**config.mk**
```make
export PLATFORM = sky130hd
export DESIGN_NAME = kbd_event_ctrl_flat
export DESIGN_NICKNAME = d
export VERILOG_FILES = /design/src/rtl/kbd_event_ctrl_pkg.sv /design/src/rtl/kbd_event_ctrl_if.sv /design/src/rtl/kbd_event_fifo.sv /design/src/rtl/kbd_event_ctrl.sv /design/src/flat_wrapper.sv
export SDC_FILE = /design/constraint.sdc
export NUM_CORES = 1
export LEC_CHECK = 0
export CAP_MARGIN = 20
export CELL_PAD_IN_SITES_DETAIL_PLACEMENT = 0
export CELL_PAD_IN_SITES_GLOBAL_PLACEMENT = 2
export CORE_MARGIN = 5
export CORE_UTILIZATION = 37
export DETAILED_ROUTE_END_ITERATION = 16
export PLACE_DENSITY = 0.73
export SLEW_MARGIN = 20
export SYNTH_ARGS = -nofsm -noshare
export SYNTH_HDL_FRONTEND = slang
export SYNTH_SLANG_ARGS = --single-unit
```
**constraint.sdc**
```tcl
create_clock -name clk -period 2.8 [get_ports clk]
set_input_delay 0.56 -clock clk [delete_from_list [all_inputs] [get_ports clk]]
set_output_delay 0.56 -clock clk [all_outputs]
set_load 0.03 [all_outputs]
```
**src/rtl/kbd_event_ctrl_pkg.sv**
```systemverilog
// Shared constants for the PS/2 set-2 event sequencer: prefix bytes, modifier
// scancodes, parser state encoding and the event word layout.
package kbd_event_ctrl_pkg;

    localparam logic [7:0] B_E0 = 8'hE0;
    localparam logic [7:0] B_F0 = 8'hF0;
    localparam logic [7:0] B_E1 = 8'hE1;
    localparam logic [7:0] B_AA = 8'hAA;
    localparam logic [7:0] B_FA = 8'hFA;
    localparam logic [7:0] B_EE = 8'hEE;
    localparam logic [7:0] B_00 = 8'h00;
    localparam logic [7:0] B_FF = 8'hFF;

    localparam logic [7:0] MOD_LSHIFT = 8'h12;
    localparam logic [7:0] MOD_RSHIFT = 8'h59;
    localparam logic [7:0] MOD_CTRL   = 8'h14;
    localparam logic [7:0] MOD_ALT    = 8'h11;

    // Pause sends E1 followed by seven more bytes that carry no key event.
    localparam logic [2:0] PAUSE_TAIL = 3'd7;

    localparam int EV_W       = 10;
    localparam int EV_EXT_BIT = 9;
    localparam int EV_BRK_BIT = 8;

    typedef enum logic [2:0] {
        ST_IDLE    = 3'd0,
        ST_EXT     = 3'd1,
        ST_BRK     = 3'd2,
        ST_EXT_BRK = 3'd3,
        ST_SKIP    = 3'd4
    } state_t;

    function automatic logic [EV_W-1:0] pack_ev(input logic ext, input logic brk,
                                                input logic [7:0] code);
        return {ext, brk, code};
    endfunction

endpackage

```
**src/rtl/kbd_event_ctrl_if.sv**
```systemverilog
// Byte input from the PS/2 receiver and the valid/ready event output toward
// the consumer. The event sequencer uses the slave view.
interface kbd_event_ctrl_if;
    logic [7:0] byte_in;
    logic       byte_stb;
    logic       parity_err;
    logic       ev_valid;
    logic       ev_ready;
    logic [7:0] ev_code;
    logic       ev_ext;
    logic       ev_break;

    modport master (
        output byte_in, byte_stb, parity_err, ev_ready,
        input  ev_valid, ev_code, ev_ext, ev_break
    );

    modport slave (
        input  byte_in, byte_stb, parity_err, ev_ready,
        output ev_valid, ev_code, ev_ext, ev_break
    );
endinterface

```
**src/rtl/kbd_event_fifo.sv**
```systemverilog
// Small synchronous FIFO with occupancy count. The head word is read
// combinationally from register storage and reads as zero while empty.
module kbd_event_fifo #(
    parameter int DEPTH = 4,
    parameter int WIDTH = 10,
    localparam int AW   = $clog2(DEPTH),
    localparam int CW   = AW + 1
) (
    input  logic             clk,
    input  logic             rst,
    input  logic             i_push,
    input  logic [WIDTH-1:0] i_wdata,
    input  logic             i_pop,
    output logic [WIDTH-1:0] o_rdata,
    output logic             o_full,
    output logic             o_empty,
    output logic [CW-1:0]    o_count
);

    logic [WIDTH-1:0] r_mem [DEPTH];
    logic [AW-1:0]    r_wr_ptr;
    logic [AW-1:0]    r_rd_ptr;
    logic [CW-1:0]    r_count;
    logic             w_do_push;
    logic             w_do_pop;

    assign o_full  = (r_count == CW'(DEPTH));
    assign o_empty = (r_count == '0);
    assign o_count = r_count;
    assign o_rdata = o_empty ? '0 : r_mem[r_rd_ptr];

    // When full, a simultaneous pop frees the slot the push writes into.
    assign w_do_pop  = i_pop && !o_empty;
    assign w_do_push = i_push && (!o_full || w_do_pop);

    always_ff @(posedge clk) begin
        if (w_do_push) begin
            r_mem[r_wr_ptr] <= i_wdata;
        end
    end

    always_ff @(posedge clk or negedge rst) begin
        if (!rst) begin
            r_wr_ptr <= '0;
            r_rd_ptr <= '0;
            r_count  <= '0;
        end else begin
            if (w_do_push) r_wr_ptr <= r_wr_ptr + 1'b1;
            if (w_do_pop)  r_rd_ptr <= r_rd_ptr + 1'b1;
            if (w_do_push && !w_do_pop)      r_count <= r_count + 1'b1;
            else if (w_do_pop && !w_do_push) r_count <= r_count - 1'b1;
        end
    end

endmodule

```
**src/rtl/kbd_event_ctrl.sv**
```systemverilog
// Turns the PS/2 set-2 byte stream into {ext, brk, code} key events, tracks
// modifier keys and queues events toward the consumer.
module kbd_event_ctrl
    import kbd_event_ctrl_pkg::*;
#(
    parameter int FIFO_DEPTH  = 4,
    parameter int TIMEOUT_CYC = 200000
) (
    input  logic                        clk,
    input  logic                        rst,
    kbd_event_ctrl_if.slave             bus,
    output logic [3:0]                  mods,
    output logic [$clog2(FIFO_DEPTH):0] ev_count,
    output logic                        overflow,
    input  logic                        clr_ovf,
    output logic                        seq_err
);

    localparam int TW = $clog2(TIMEOUT_CYC + 1);

    state_t          r_state, w_state_next;
    logic [2:0]      r_skip, w_skip_next;
    logic [TW-1:0]   r_to_cnt;
    logic [3:0]      r_mods, w_mods_next;
    logic            r_seq_err, w_seq_err_next;
    logic            r_overflow;
    logic            w_emit, w_ext, w_brk;
    logic            w_full, w_empty, w_pop;
    logic [EV_W-1:0] w_head;

    assign w_pop = !w_empty && bus.ev_ready;

    always_comb begin
        w_state_next   = r_state;
        w_skip_next    = r_skip;
        w_seq_err_next = 1'b0;
        w_emit         = 1'b0;
        w_ext          = 1'b0;
        w_brk          = 1'b0;
        if (bus.byte_stb) begin
            if (bus.parity_err) begin
                w_state_next   = ST_IDLE;
                w_skip_next    = '0;
                w_seq_err_next = 1'b1;
            end else begin
                unique case (r_state)
                    ST_IDLE: begin
                        if (bus.byte_in == B_E0) w_state_next = ST_EXT;
                        else if (bus.byte_in == B_F0) w_state_next = ST_BRK;
                        else if (bus.byte_in == B_E1) begin
                            w_state_next = ST_SKIP;
                            w_skip_next  = PAUSE_TAIL;
                        end else if (bus.byte_in == B_AA || bus.byte_in == B_FA ||
                                     bus.byte_in == B_EE) begin
                            w_state_next = ST_IDLE;
                        end else if (bus.byte_in == B_00 || bus.byte_in == B_FF) begin
                            w_seq_err_next = 1'b1;
                        end else begin
                            w_emit = 1'b1;
                        end
                    end
                    ST_EXT: begin
                        if (bus.byte_in == B_F0) begin
                            w_state_next = ST_EXT_BRK;
                        end else begin
                            w_emit       = 1'b1;
                            w_ext        = 1'b1;
                            w_state_next = ST_IDLE;
                        end
                    end
                    ST_BRK: begin
                        w_emit       = 1'b1;
                        w_brk        = 1'b1;
                        w_state_next = ST_IDLE;
                    end
                    ST_EXT_BRK: begin
                        w_emit       = 1'b1;
                        w_ext        = 1'b1;
                        w_brk        = 1'b1;
                        w_state_next = ST_IDLE;
                    end
                    ST_SKIP: begin
                        w_skip_next = r_skip - 1'b1;
                        if (r_skip <= 3'd1) begin
                            w_skip_next  = '0;
                            w_state_next = ST_IDLE;
                        end
                    end
                    default: w_state_next = ST_IDLE;
                endcase
            end
        end else if (r_state != ST_IDLE && r_to_cnt == TW'(TIMEOUT_CYC)) begin
            w_state_next   = ST_IDLE;
            w_skip_next    = '0;
            w_seq_err_next = 1'b1;
        end
    end

    // Modifiers follow every emitted event, even one the FIFO has to drop.
    always_comb begin
        w_mods_next = r_mods;
        if (w_emit) begin
            if (!w_ext && bus.byte_in == MOD_LSHIFT) w_mods_next[0] = !w_brk;
            if (!w_ext && bus.byte_in == MOD_RSHIFT) w_mods_next[1] = !w_brk;
            if (bus.byte_in == MOD_CTRL)             w_mods_next[2] = !w_brk;
            if (bus.byte_in == MOD_ALT)              w_mods_next[3] = !w_brk;
        end
    end

    always_ff @(posedge clk or negedge rst) begin
        if (!rst) begin
            r_state    <= ST_IDLE;
            r_skip     <= '0;
            r_to_cnt   <= '0;
            r_mods     <= '0;
            r_seq_err  <= 1'b0;
            r_overflow <= 1'b0;
        end else begin
            r_state   <= w_state_next;
            r_skip    <= w_skip_next;
            r_mods    <= w_mods_next;
            r_seq_err <= w_seq_err_next;
            if (bus.byte_stb || r_state == ST_IDLE) r_to_cnt <= '0;
            else if (r_to_cnt != TW'(TIMEOUT_CYC))  r_to_cnt <= r_to_cnt + 1'b1;
            if (w_emit && w_full && !w_pop) r_overflow <= 1'b1;
            else if (clr_ovf)               r_overflow <= 1'b0;
        end
    end

    kbd_event_fifo #(
        .DEPTH (FIFO_DEPTH),
        .WIDTH (EV_W)
    ) u_fifo (
        .clk     (clk),
        .rst     (rst),
        .i_push  (w_emit),
        .i_wdata (pack_ev(w_ext, w_brk, bus.byte_in)),
        .i_pop   (w_pop),
        .o_rdata (w_head),
        .o_full  (w_full),
        .o_empty (w_empty),
        .o_count (ev_count)
    );

    assign bus.ev_valid = !w_empty;
    assign bus.ev_code  = w_head[7:0];
    assign bus.ev_ext   = w_head[EV_EXT_BIT];
    assign bus.ev_break = w_head[EV_BRK_BIT];
    assign mods         = r_mods;
    assign overflow     = r_overflow;
    assign seq_err      = r_seq_err;

endmodule
```
**src/flat_wrapper.sv**
```systemverilog
// flat-port wrapper written by rule: the top's interface ports become plain ports
module kbd_event_ctrl_flat import kbd_event_ctrl_pkg::*;
#(
    parameter int FIFO_DEPTH  = 4,
    parameter int TIMEOUT_CYC = 200000
)
  (clk, rst, mods, ev_count, overflow, clr_ovf, seq_err, bus_byte_in, bus_byte_stb, bus_parity_err, bus_ev_ready, bus_ev_valid, bus_ev_code, bus_ev_ext, bus_ev_break);
  kbd_event_ctrl_if bus_i ();
  input  logic clk;
  input  logic rst;
  output logic [3:0] mods;
  output logic [$clog2(FIFO_DEPTH):0] ev_count;
  output logic overflow;
  input  logic clr_ovf;
  output logic seq_err;
  input wire logic [$bits(bus_i.byte_in)-1:0] bus_byte_in;
  input wire logic [$bits(bus_i.byte_stb)-1:0] bus_byte_stb;
  input wire logic [$bits(bus_i.parity_err)-1:0] bus_parity_err;
  input wire logic [$bits(bus_i.ev_ready)-1:0] bus_ev_ready;
  output wire logic [$bits(bus_i.ev_valid)-1:0] bus_ev_valid;
  output wire logic [$bits(bus_i.ev_code)-1:0] bus_ev_code;
  output wire logic [$bits(bus_i.ev_ext)-1:0] bus_ev_ext;
  output wire logic [$bits(bus_i.ev_break)-1:0] bus_ev_break;
  assign bus_i.byte_in = bus_byte_in;
  assign bus_i.byte_stb = bus_byte_stb;
  assign bus_i.parity_err = bus_parity_err;
  assign bus_i.ev_ready = bus_ev_ready;
  assign bus_ev_valid = bus_i.ev_valid;
  assign bus_ev_code = bus_i.ev_code;
  assign bus_ev_ext = bus_i.ev_ext;
  assign bus_ev_break = bus_i.ev_break;
  kbd_event_ctrl #(.FIFO_DEPTH(FIFO_DEPTH), .TIMEOUT_CYC(TIMEOUT_CYC)) u_core (.clk(clk), .rst(rst), .bus(bus_i), .mods(mods), .ev_count(ev_count), .overflow(overflow), .clr_ovf(clr_ovf), .seq_err(seq_err));
endmodule
```
# Word level (Yosys, flattened, before mapping)
# Memories as Yosys holds them, arrays and structs flattened.
# Index checks and enable logic that the tools add are counted.
# Widths: inputs -> output; s select.
[classes]
n_div = 0
n_mux = 50
order_cmp = 1
mul = 0
n_bitwise = 0
add_sub_neg = 6
eq_ne = 24
reduce_logical = 37
shifts = 0
[op_table]
columns = ["operator", "count"]
rows = [
  ["$eq 8x8->1 const B", 7],
  ["$mux 3", 16],
  ["$mux 18", 2],
  ["$mux 1", 26],
  ["$eq 8x5->1 const B", 3],
  ["$add 18x1->18 const B", 1],
  ["$eq 18x18->1 const B", 1],
  ["$ne 18x18->1 const B", 1],
  ["$logic_and 1x1->1", 10],
  ["$mux 10", 1],
  ["$pmux 3 s3", 1],
  ["$eq 8x7->1 const B", 1],
  ["$logic_not 8->1", 1],
  ["$ne 4x3->1 const B", 2],
  ["$ne 4x4->1 const B", 2],
  ["$reduce_and 2->1", 4],
  ["$reduce_bool 2->1", 4],
  ["$logic_not 1->1", 7],
  ["$ne 7x3->1 const B", 1],
  ["$eq 3x2->1 const B", 2],
  ["$eq 3x3->1 const B", 2],
  ["$logic_not 3->1", 2],
  ["$pmux 3 s2", 1],
  ["$sub 3x1->3 const B", 2],
  ["13 further kinds", 18],
]
[word_totals]
in_bits = 14
register_bits = 37
mem_bits_rw = 40
out_inout_bits = 20
mem_count = 1
rom_bits = 0
word_cells = 131
latch_bits = 0
[memory_table]
columns = ["memory", "depth", "width", "read_ports", "rd_clocked_by_memory_dff", "write_ports", "line_no", "rtl"]
rows = [
  ["u_core.u_fifo.r_mem", 4, 10, 1, 0, 1, "kbd_event_fifo.sv:20", "logic [WIDTH-1:0] r_mem [DEPTH];"],
]

# Logic depth before layout (Yosys ltp)
# Gate-level depths: netlist of the first run.
[depth]
ltp_word = 15
depth_mapped = 12
depth_no_buf = 11

# By module
# Synthesis of the first run repeated with hierarchy kept, for this count alone.
[unflattened]
hier_cells = 303
hier_area_um2 = 3814.9
[modules_own_cells]
columns = ["module", "cells_each", "seq_area_each_um2", "instances", "area_per_inst_um2"]
rows = [
  ["kbd_event_fifo", 99, 1376.3, 1, 1999.4],
  ["kbd_event_ctrl", 204, 750.7, 1, 1815.5],
]

# Worst setup path before layout of the first run
# No wires, ideal clock.
[synth_path]
path_kind = "input-to-reg"
from = "input bus_byte_in[6]"
to = "register u_core.u_fifo.r_count[1] (netlist: u_core.u_fifo.o_count[1])"
required_time_ps = 2675
setup_slack_ps = -94
setup_time_ps = 125
cell_stages = 10
path_buffers = 1
arrival_time_ps = 2769
cell_sequence = "buf_2 > or4_4 > o22ai_2 > nor2_1 > a221oi_2 > nor4_4 > ha_1 > inv_1 > fa_1 > mux2_2"
[synth_between]
elab_chain_len = 14
elab_cells_between_ends = 26
classes_between = "eq/ne (7); mux (10); reduce/logical (9)"
[synth_rtl]
columns = ["element", "line_no", "rtl"]
rows = [
  ["start, declared", "flat_wrapper.sv:16", "input wire logic [$bits(bus_i.byte_in)-1:0] bus_byte_in;"],
  ["$eq 8x8->1 (tied with other cells)", "kbd_event_ctrl.sv:56", "end else if (bus.byte_in == B_00 || bus.byte_in == B_FF) begin"],
  ["$logic_or 1x1->1 (on tied branches)", "kbd_event_ctrl.sv:56, kbd_event_ctrl.sv:53", ""],
  ["$mux 1 / $logic_or 1x1->1 (equally long branches)", "kbd_event_ctrl.sv:56, kbd_event_ctrl.sv:53", ""],
  ["$mux 1", "kbd_event_ctrl.sv:53", "end else if (bus.byte_in == B_AA || bus.byte_in == B_FA ||"],
  ["$mux 1", "kbd_event_ctrl.sv:50", "else if (bus.byte_in == B_E1) begin"],
  ["$mux 1", "kbd_event_ctrl.sv:49", "else if (bus.byte_in == B_F0) w_state_next = ST_BRK;"],
  ["$mux 1", "kbd_event_ctrl.sv:48", "if (bus.byte_in == B_E0) w_state_next = ST_EXT;"],
  ["$pmux 1 s3 *", "kbd_event_ctrl.sv:46", "unique case (r_state)"],
  ["$mux 1 *", "kbd_event_ctrl.sv:41", "if (bus.parity_err) begin"],
  ["$mux 1 *", "kbd_event_ctrl.sv:40", "if (bus.byte_stb) begin"],
  ["$logic_and 1x1->1 *", "kbd_event_fifo.sv:34", "assign w_do_push = i_push && (!o_full || w_do_pop);"],
  ["named net u_core.u_fifo.w_do_push", "kbd_event_fifo.sv:24", "logic w_do_push;"],
  ["$logic_not 1->1", "kbd_event_fifo.sv:51", "else if (w_do_pop && !w_do_push) r_count <= r_count - 1'b1;"],
  ["$logic_and 1x1->1", "kbd_event_fifo.sv:51", ""],
  ["$reduce_bool 2->1 (no line)", "-", ""],
  ["end signal, assigned", "kbd_event_fifo.sv:50", "if (w_do_push && !w_do_pop) r_count <= r_count + 1'b1;"],
  ["end signal, assigned", "kbd_event_fifo.sv:51", ""],
  ["end, declared", "kbd_event_fifo.sv:23", "logic [CW-1:0] r_count;"],
]
# Mark *: on every way through the listed nets, which the timed path passes. The rest lies on a longest branch.
# A chain may end at the register's enable or synchronous reset.

# Worst setup path in the final report of the first run
[layout_path]
from = "input bus_byte_in[5]"
to = "register u_core.u_fifo.r_count[1] (netlist: u_core.u_fifo.o_count[1])"
# Same word-level chain as after synthesis.

==> flow_metrics.tcl, run 1 <==
set metrics [dict create \
    vias_per_cell 4.84 \
    regToRegEndpoint "u_core.u_fifo.o_count[2]$_DFFE_PN0P_" \
    r2r_setup_slack_ps 460 \
    first_pass_iters 4 \
    cpMaxStageDelayCell "or4_4" \
    clkSinkCount 77 \
    nFillCells 925 \
    slew_viol_final 0 \
    r2r-start "u_core.r_state[2]$_DFFE_PN0P_" \
    area_growth_pct 28.5 \
    dp_cells 478 \
    synth_ff_type "edfxtp_1" \
    clk_pin_slew_worst_paths_ps 70 \
    dp_hpwl_um 5360 \
    vdd_drop_max_mv 0.338 \
    syn-num-nets 310 \
    io_buffer_count 33 \
    cts_tree "built" \
    cp_max_fo 9 \
    skew_ps 6.40 \
    routed_wl_um 7760 \
    wire_per_inst_um 15.3 \
    yosysTopAreaCell "edfxtp_1" \
    overflow 0 \
    initialDrtViolationCount 62 \
    maxCapViolCount 0 \
    synth.cell_area_um2 3660 \
    rsz0062_at_grt "yes" \
    yosysTopAreaCellShare_pct 32.8 \
    cp_num_buf_inv 2 \
    synthTopCellsByArea "edfxtp_1 (33%), dfrtp_1 (25%), mux4_2 (6.2%)" \
    h-tree-depth 3 \
    clock_latency_ps 340 \
    drive_gt1_share_pct 23.3 \
    instances_no_fill 507 \
    antenna_left 0 \
    final_nets 393 \
    arrival_ps 2970 \
    antenna_cells 0 \
    crit_type "in -> reg" \
    crit_chain "dlygate4sd2_1, or4_4, o22ai_2, nor2_2, a221oi_4, nor4_4, ha_2, inv_1, fa_1, mux2_2" \
    synth_cells 286 \
    place_congestion 0.831 \
    fp.dieW_um 109 \
    synth-edff-count 40 \
    finalSetupViolations 0 \
    cp_top_family "simple AND/OR/NAND/NOR gates" \
    clockBufferDepth 2 \
    power.total_w 0.00335 \
    end_kind "flip-flop" \
    groute.usage.overall_pct 14.3 \
    leakage_nw 1.84 \
    cts_made_buffers 9 \
    fmaxAchievable_ghz 0.366 \
    max_stage_delay_ps 570 \
    start_kind "input pin" \
    fin_setup_tns_ps 0 \
    hp-class "in -> async" \
    initial_core_util_pct 37.6 \
    reg2reg_depth 10 \
    ys_types 47 \
    async_flop_share_pct 48.1 \
    final-seq-area_um2 2130 \
    rows 36 \
    period_share_pct 97.6 \
    place_area_um2 4390 \
    dieArea_um2 12000 \
    ctsHoldBuffers 0 \
    ys_ff_latch 77 \
    yosysWarnings 0 \
    p_per_area_nw_per_um2 713 \
    remaining_drc_errors 0 \
    hold_viol_final 0 \
    multiInputGateArea_um2 1480 \
    avgSynthCellArea_um2 12.8 \
    seq_area_frac_synth_pct 58.1 \
    root_buffer "clkbuf_8" \
    fin_area_um2 4700 \
    die_h_um 109 \
    io_pins 34 \
    fin_crit_ps 2730 \
    grt_pass1_vias 2608 \
    antenna_found_initial 0 \
    worst-endpoint-required_ps 3030 \
    grt_pass1_wl_um 13000 \
    status "finished clean" \
    tightest_slew_ps 885 \
    relSlewSlack_pct 41.0 \
    core-area_um2 9730 \
    via_count 2452 \
    grt_max_degree 38 \
]
-- layout by cell type (no fill, tap or decap), types with 2 or more instances in the layout --
cell             netlist  final
a21oi_1                3      3
a22o_1                 2      2
and2_1                15     15
buf_12                 0      2
buf_4                  0     45
clkbuf_1               4      2
clkbuf_8               0      9
clkdlybuf4s50_1        0     14
clkinv_2               0      2
dfrtp_1               37     37
dlygate4sd2_1          0     13
dlymetal6s2s_1         0      5
edfxtp_1              40     40
ha_1                   9      8
inv_1                 10     10
mux2_2                 2      2
mux2i_1                3      3
mux4_2                10     10
nand2_1               13     13
nand2b_1               3      3
nand3_1               13     12
nand4_1                7      7
nor2_1                34     33
nor3_1                 7      6
nor4_1                 3      3
nor4b_1                5      5
o21a_1                 2      2
o21ai_0                6      5
o21bai_1               2      2
o22ai_1                3      3
o31ai_1                3      2
o41ai_1                2      2
or3_1                  4      4
or4_4                  2      2
xnor2_1                9      9
xor2_1                13     13
-- sequential cells by signal, indices dropped and copies added (netlist names) --
register / count
u_core.overflow: 1
u_core.r_to_cnt: 18
u_core.u_fifo.r_wr_ptr: 2
u_core.seq_err: 1
u_core.r_state: 3
u_core.u_fifo.r_mem: 40
u_core.r_skip: 3
u_core.u_fifo.r_rd_ptr: 2
u_core.mods: 4
u_core.u_fifo.o_count: 3
-- power by group --
group	internal, W	switching [W]
Sequential	0.00131	0.0000990
Combinational	0.000540	0.000595
Clock	0.000407	0.000395
Total	0.00226	0.00109
-- Yosys cell counts (9+ instances only) --
library cell / number
xnor2_1: 9
mux4_2: 10
nand3_1: 13
nor2_1: 34
dfrtp_1: 37
inv_1: 10
ha_1: 9
xor2_1: 13
nand2_1: 13
and2_1: 15
edfxtp_1: 40
-- how the worst max path moves through the flow --
stage | from | to | depth (start not counted)
5_1_grt | bus_byte_in[5] | u_core.u_fifo.o_count[1]$_DFFE_PN0P_ | 10
6_report | bus_byte_in[5] | u_core.u_fifo.o_count[1]$_DFFE_PN0P_ | 10
3_3_place_gp | bus_byte_in[5] | u_core.u_fifo.o_count[1]$_DFFE_PN0P_ | 10
4_1_cts | u_core.u_fifo.r_rd_ptr[0]$_DFFE_PN0P_ | bus_ev_code[4] | 4
3_5_place_dp | bus_byte_in[5] | u_core.u_fifo.o_count[1]$_DFFE_PN0P_ | 10
2_1_floorplan | bus_byte_in[6] | u_core.u_fifo.o_count[1]$_DFFE_PN0P_ | 10
-- metal layers --
metal  up-vias  GRT usage [%]  share of wire, %
met1      1184           17.5                46
met2        41           24.5                49
met4         0           5.70               1.7
met5         -              0                 0
met3        11           2.99               3.4
li1       1216              -                 -
-- logic make-up (layout without fill, tap and decap cells) --
kind of cell,after synthesis,after routing,share of synthesized area [%]
muxes,16,16,8.00
and+or+nand+nor,113,113,16.8
AOI/OAI and AO/OA,29,29,5.81
DFF,77,77,58.1
xor gates and xnor gates,22,22,5.27
adders and majority gates,10,10,3.62
buffers and inverters,19,107,2.43
-- through the flow --
| stage | util (%) | hold slack (ps) | setup slack (ps) |
|---|---|---|---|
| after floorplan | - | 264 | 2.84 |
| after global placement | 45.1 | 495 | -521 |
| after detailed placement | 45.1 | 506 | -573 |
| after CTS | 48.0 | 360 | 4.06 |
| after global routing | 48.3 | 414 | -42.1 |
| final | 48.3 | 335 | 65.9 |
-- final cells by class --
type | count | area share, %
flip-flops and latches | 77 | 45.2
multi-input cells | 190 | 31.4
repair buffers | 81 | 15.1
well taps | 133 | 3.54
clock buffers | 11 | 2.79
clock inverters | 5 | 1.09
inverters | 10 | 0.798
-- timing repair --
action / CTS / global route
pin swaps: 8 / 3
buffers inserted: 12 / 1
endpoints found under the setup margin: 28 / 6
gates resized for setup: 18 / 8
No activity file was read; power rests on OpenSTA's default activity.
==> run 2: changes to the inputs <==
==> constraint.sdc (replaced) <==
create_clock -name clk -period 2.52 [get_ports clk]
set_input_delay 0.504 -clock clk [delete_from_list [all_inputs] [get_ports clk]]
set_output_delay 0.504 -clock clk [all_outputs]
set_load 0.03 [all_outputs]
==> run 2 against run 1 <==
Net effect: highest routed layer unchanged; sequential power rose by 8%; clock-buffer cell count decreased by 2; clock power increased by 17%; worst setup slack lost 34 ps; combinational power grew 21%; non-clock buffer count grew 1; sequential share of layout area fell by 0.51 points; total power up 15%; via count up 1.5%; cell count up 0.20%; die area unchanged; worst hold slack lost 280 ps.
==> flow_metrics.tcl, run 2 (same netlist as run 1, synthesis figures left out) <==
set metrics [dict create \
    vias_per_cell 4.90 \
    hold_slack_ps 58.2 \
    routed_wl_um 7710 \
    ctsHoldBuffers 0 \
    fin_area_um2 4760 \
    switching_power_w 0.00126 \
    regMostFlops "u_core.u_fifo.r_mem" \
    dieArea_um2 12000 \
    initial_core_util_pct 37.6 \
    first_pass_iters 4 \
    cts_tree "built" \
    arrival_ps 2730 \
    worst-endpoint-required_ps 2760 \
    p_per_area_nw_per_um2 807 \
    hold_viol_final 0 \
    status "finished clean" \
    grt_max_degree 23 \
    core-area_um2 9730 \
    grt_pass1_vias 2631 \
    relSlewSlack_pct 61.0 \
    fmaxAchievable_ghz 0.402 \
    wire_per_inst_um 15.2 \
    r2r_setup_slack_ps 110 \
    fin_crit_ps 2490 \
    power_frac_clock_pct 24.5 \
    place_area_um2 4450 \
    switching_share_pct 32.9 \
    cp_max_fo 3 \
    groute.usage.overall_pct 14.5 \
    period_share_pct 98.7 \
    r2r-start "u_core.r_state[2]$_DFFE_PN0P_" \
    remaining_drc_errors 0 \
    regToRegEndpoint "u_core.u_fifo.o_count[2]$_DFFE_PN0P_" \
    die_h_um 109 \
    clk_pin_slew_worst_paths_ps 80 \
    initialDrtViolationCount 67 \
    place_congestion 0.801 \
    dp_hpwl_um 5530 \
    crit_type "in -> reg" \
    root_buffer "clkbuf_8" \
    dp_cells 484 \
    drive_gt1_share_pct 27.7 \
    overflow 0 \
    grt_pass1_wl_um 13200 \
    fp.dieW_um 109 \
    instances_no_fill 508 \
    cts_made_buffers 9 \
    antenna_cells 0 \
    rsz0062_at_grt "yes" \
    maxCapViolCount 0 \
    final_common_cell "buf_4" \
    internal_power_w 0.00258 \
    vdd_drop_max_mv 0.313 \
    clkSinkCount 77 \
    end_kind "flip-flop" \
    tightest_slew_ps 580 \
    antenna_left 0 \
    finalSetupViolations 0 \
    reg2reg_depth 10 \
    antenna_found_initial 0 \
    slew_viol_final 0 \
    via_count 2489 \
    clockBufferDepth 2 \
    hp-class "in -> async" \
    area_growth_pct 30.0 \
    leakage_nw 1.82 \
    pwr-share-seq_pct 39.6 \
    io_pins 34 \
    p_comb_share_pct 35.9 \
    start_kind "input pin" \
    io_buffer_count 33 \
    mostFrequentLayoutCells "buf_4 (44), edfxtp_1 (40), dfrtp_1 (37), nor2_1 (32), and2_1 (15)" \
    final_nets 394 \
    skew_ps 6.01 \
    h-tree-depth 3 \
    nFillCells 919 \
    power.total_w 0.00384 \
    clock_latency_ps 350 \
    rows 36 \
    largest_reg_flops 40 \
]
-- run 2: cell types whose count changed in the layout (fill, tap and decap cells not counted), sizes merged --
cell	previous run	this run
buf	49	56
dlymetal6s2s	5	0
dlygate4sd2	13	10
inv	10	12
clkinv	3	4
clkinvlp	1	0
-- run 2: what timing repair did --
action	CTS	global route
setup endpoints to repair	54	12
gates cloned	1	0
setup buffers	6	2
gates resized for setup	46	19
pin swaps	13	7
-- run 2: worst max-delay path by stage --
stage                         from                                    to  slack [ps]  depth (start not counted)
CTS                 bus_byte_in[5]  u_core.u_fifo.o_count[1]$_DFFE_PN0P_        -140                         10
floorplan           bus_byte_in[6]  u_core.u_fifo.o_count[1]$_DFFE_PN0P_        -180                         10
detailed placement  bus_byte_in[5]  u_core.u_fifo.o_count[1]$_DFFE_PN0P_        -810                         10
global route        bus_byte_in[0]  u_core.u_fifo.o_count[1]$_DFFE_PN0P_          -4                         10
finish              bus_byte_in[0]  u_core.u_fifo.o_count[1]$_DFFE_PN0P_          30                         10
global placement    bus_byte_in[5]  u_core.u_fifo.o_count[1]$_DFFE_PN0P_        -730                         10
-- run 2: final cells by class --
| class | instances | area, um^2 | area share, % |
|---|---|---|---|
| multi-input combinational | 190 | 1530 | 32.2 |
| sequential | 77 | 2130 | 44.7 |
| tap | 133 | 166 | 3.50 |
| clock inverter | 7 | 73.8 | 1.55 |
| inverter | 10 | 37.5 | 0.789 |
| timing repair buffer | 82 | 698 | 14.7 |
| clock buffer | 9 | 124 | 2.60 |
-- run 2: power by group through the flow --
stage	Sequential [W]	Clock, W	Combinational, W
after floorplan	0.00161	0	0.000809
after global placement	0.00154	0	0.00146
after detailed placement	0.00155	0	0.00148
after CTS	0.00152	0.000972	0.00141
after global routing	0.00154	0.00103	0.00151
final	0.00152	0.000941	0.00138
-- run 2: metrics by stage --
step	setup slack [ps]	utilization (%)	setup TNS (ps)
final	31.8	48.9	0
after detailed placement	-811	45.8	-25480
after global routing	-4.01	48.9	-4.01
after CTS	-136	49.1	-136
after global placement	-726	45.8	-23280
after floorplan	-178	-	-264
-- run 2: metal layers --
layer	global-route usage (%)	up-vias	wire, um	part of all wire (%)
li1	-	1224	-	-
met1	18.3	1214	3480	45
met2	24.5	40	3760	49
met3	3.17	11	339	4.4
met4	5.34	0	133	1.7
met5	0	-	0	0
-- run 2: critical path, cell delays in order --
cell,delay (ps)
buf_6,90
or4_4,580
nor2_4,130
nand2_2,70
a221oi_4,340
nor4_4,70
ha_2,180
inv_2,60
fa_2,430
mux2_4,270
==> run 3: changes to the inputs <==
--- a/config.mk
+++ b/config.mk
@@ -10,6 +10,7 @@
 export CELL_PAD_IN_SITES_GLOBAL_PLACEMENT = 2
 export CORE_MARGIN = 5
 export CORE_UTILIZATION = 37
+export CTS_CLUSTER_DIAMETER = 40
 export DETAILED_ROUTE_END_ITERATION = 16
 export PLACE_DENSITY = 0.73
 export SLEW_MARGIN = 20
==> results of run 3 <==
The final DEF is identical to that of run 2; final timing and power are the same.
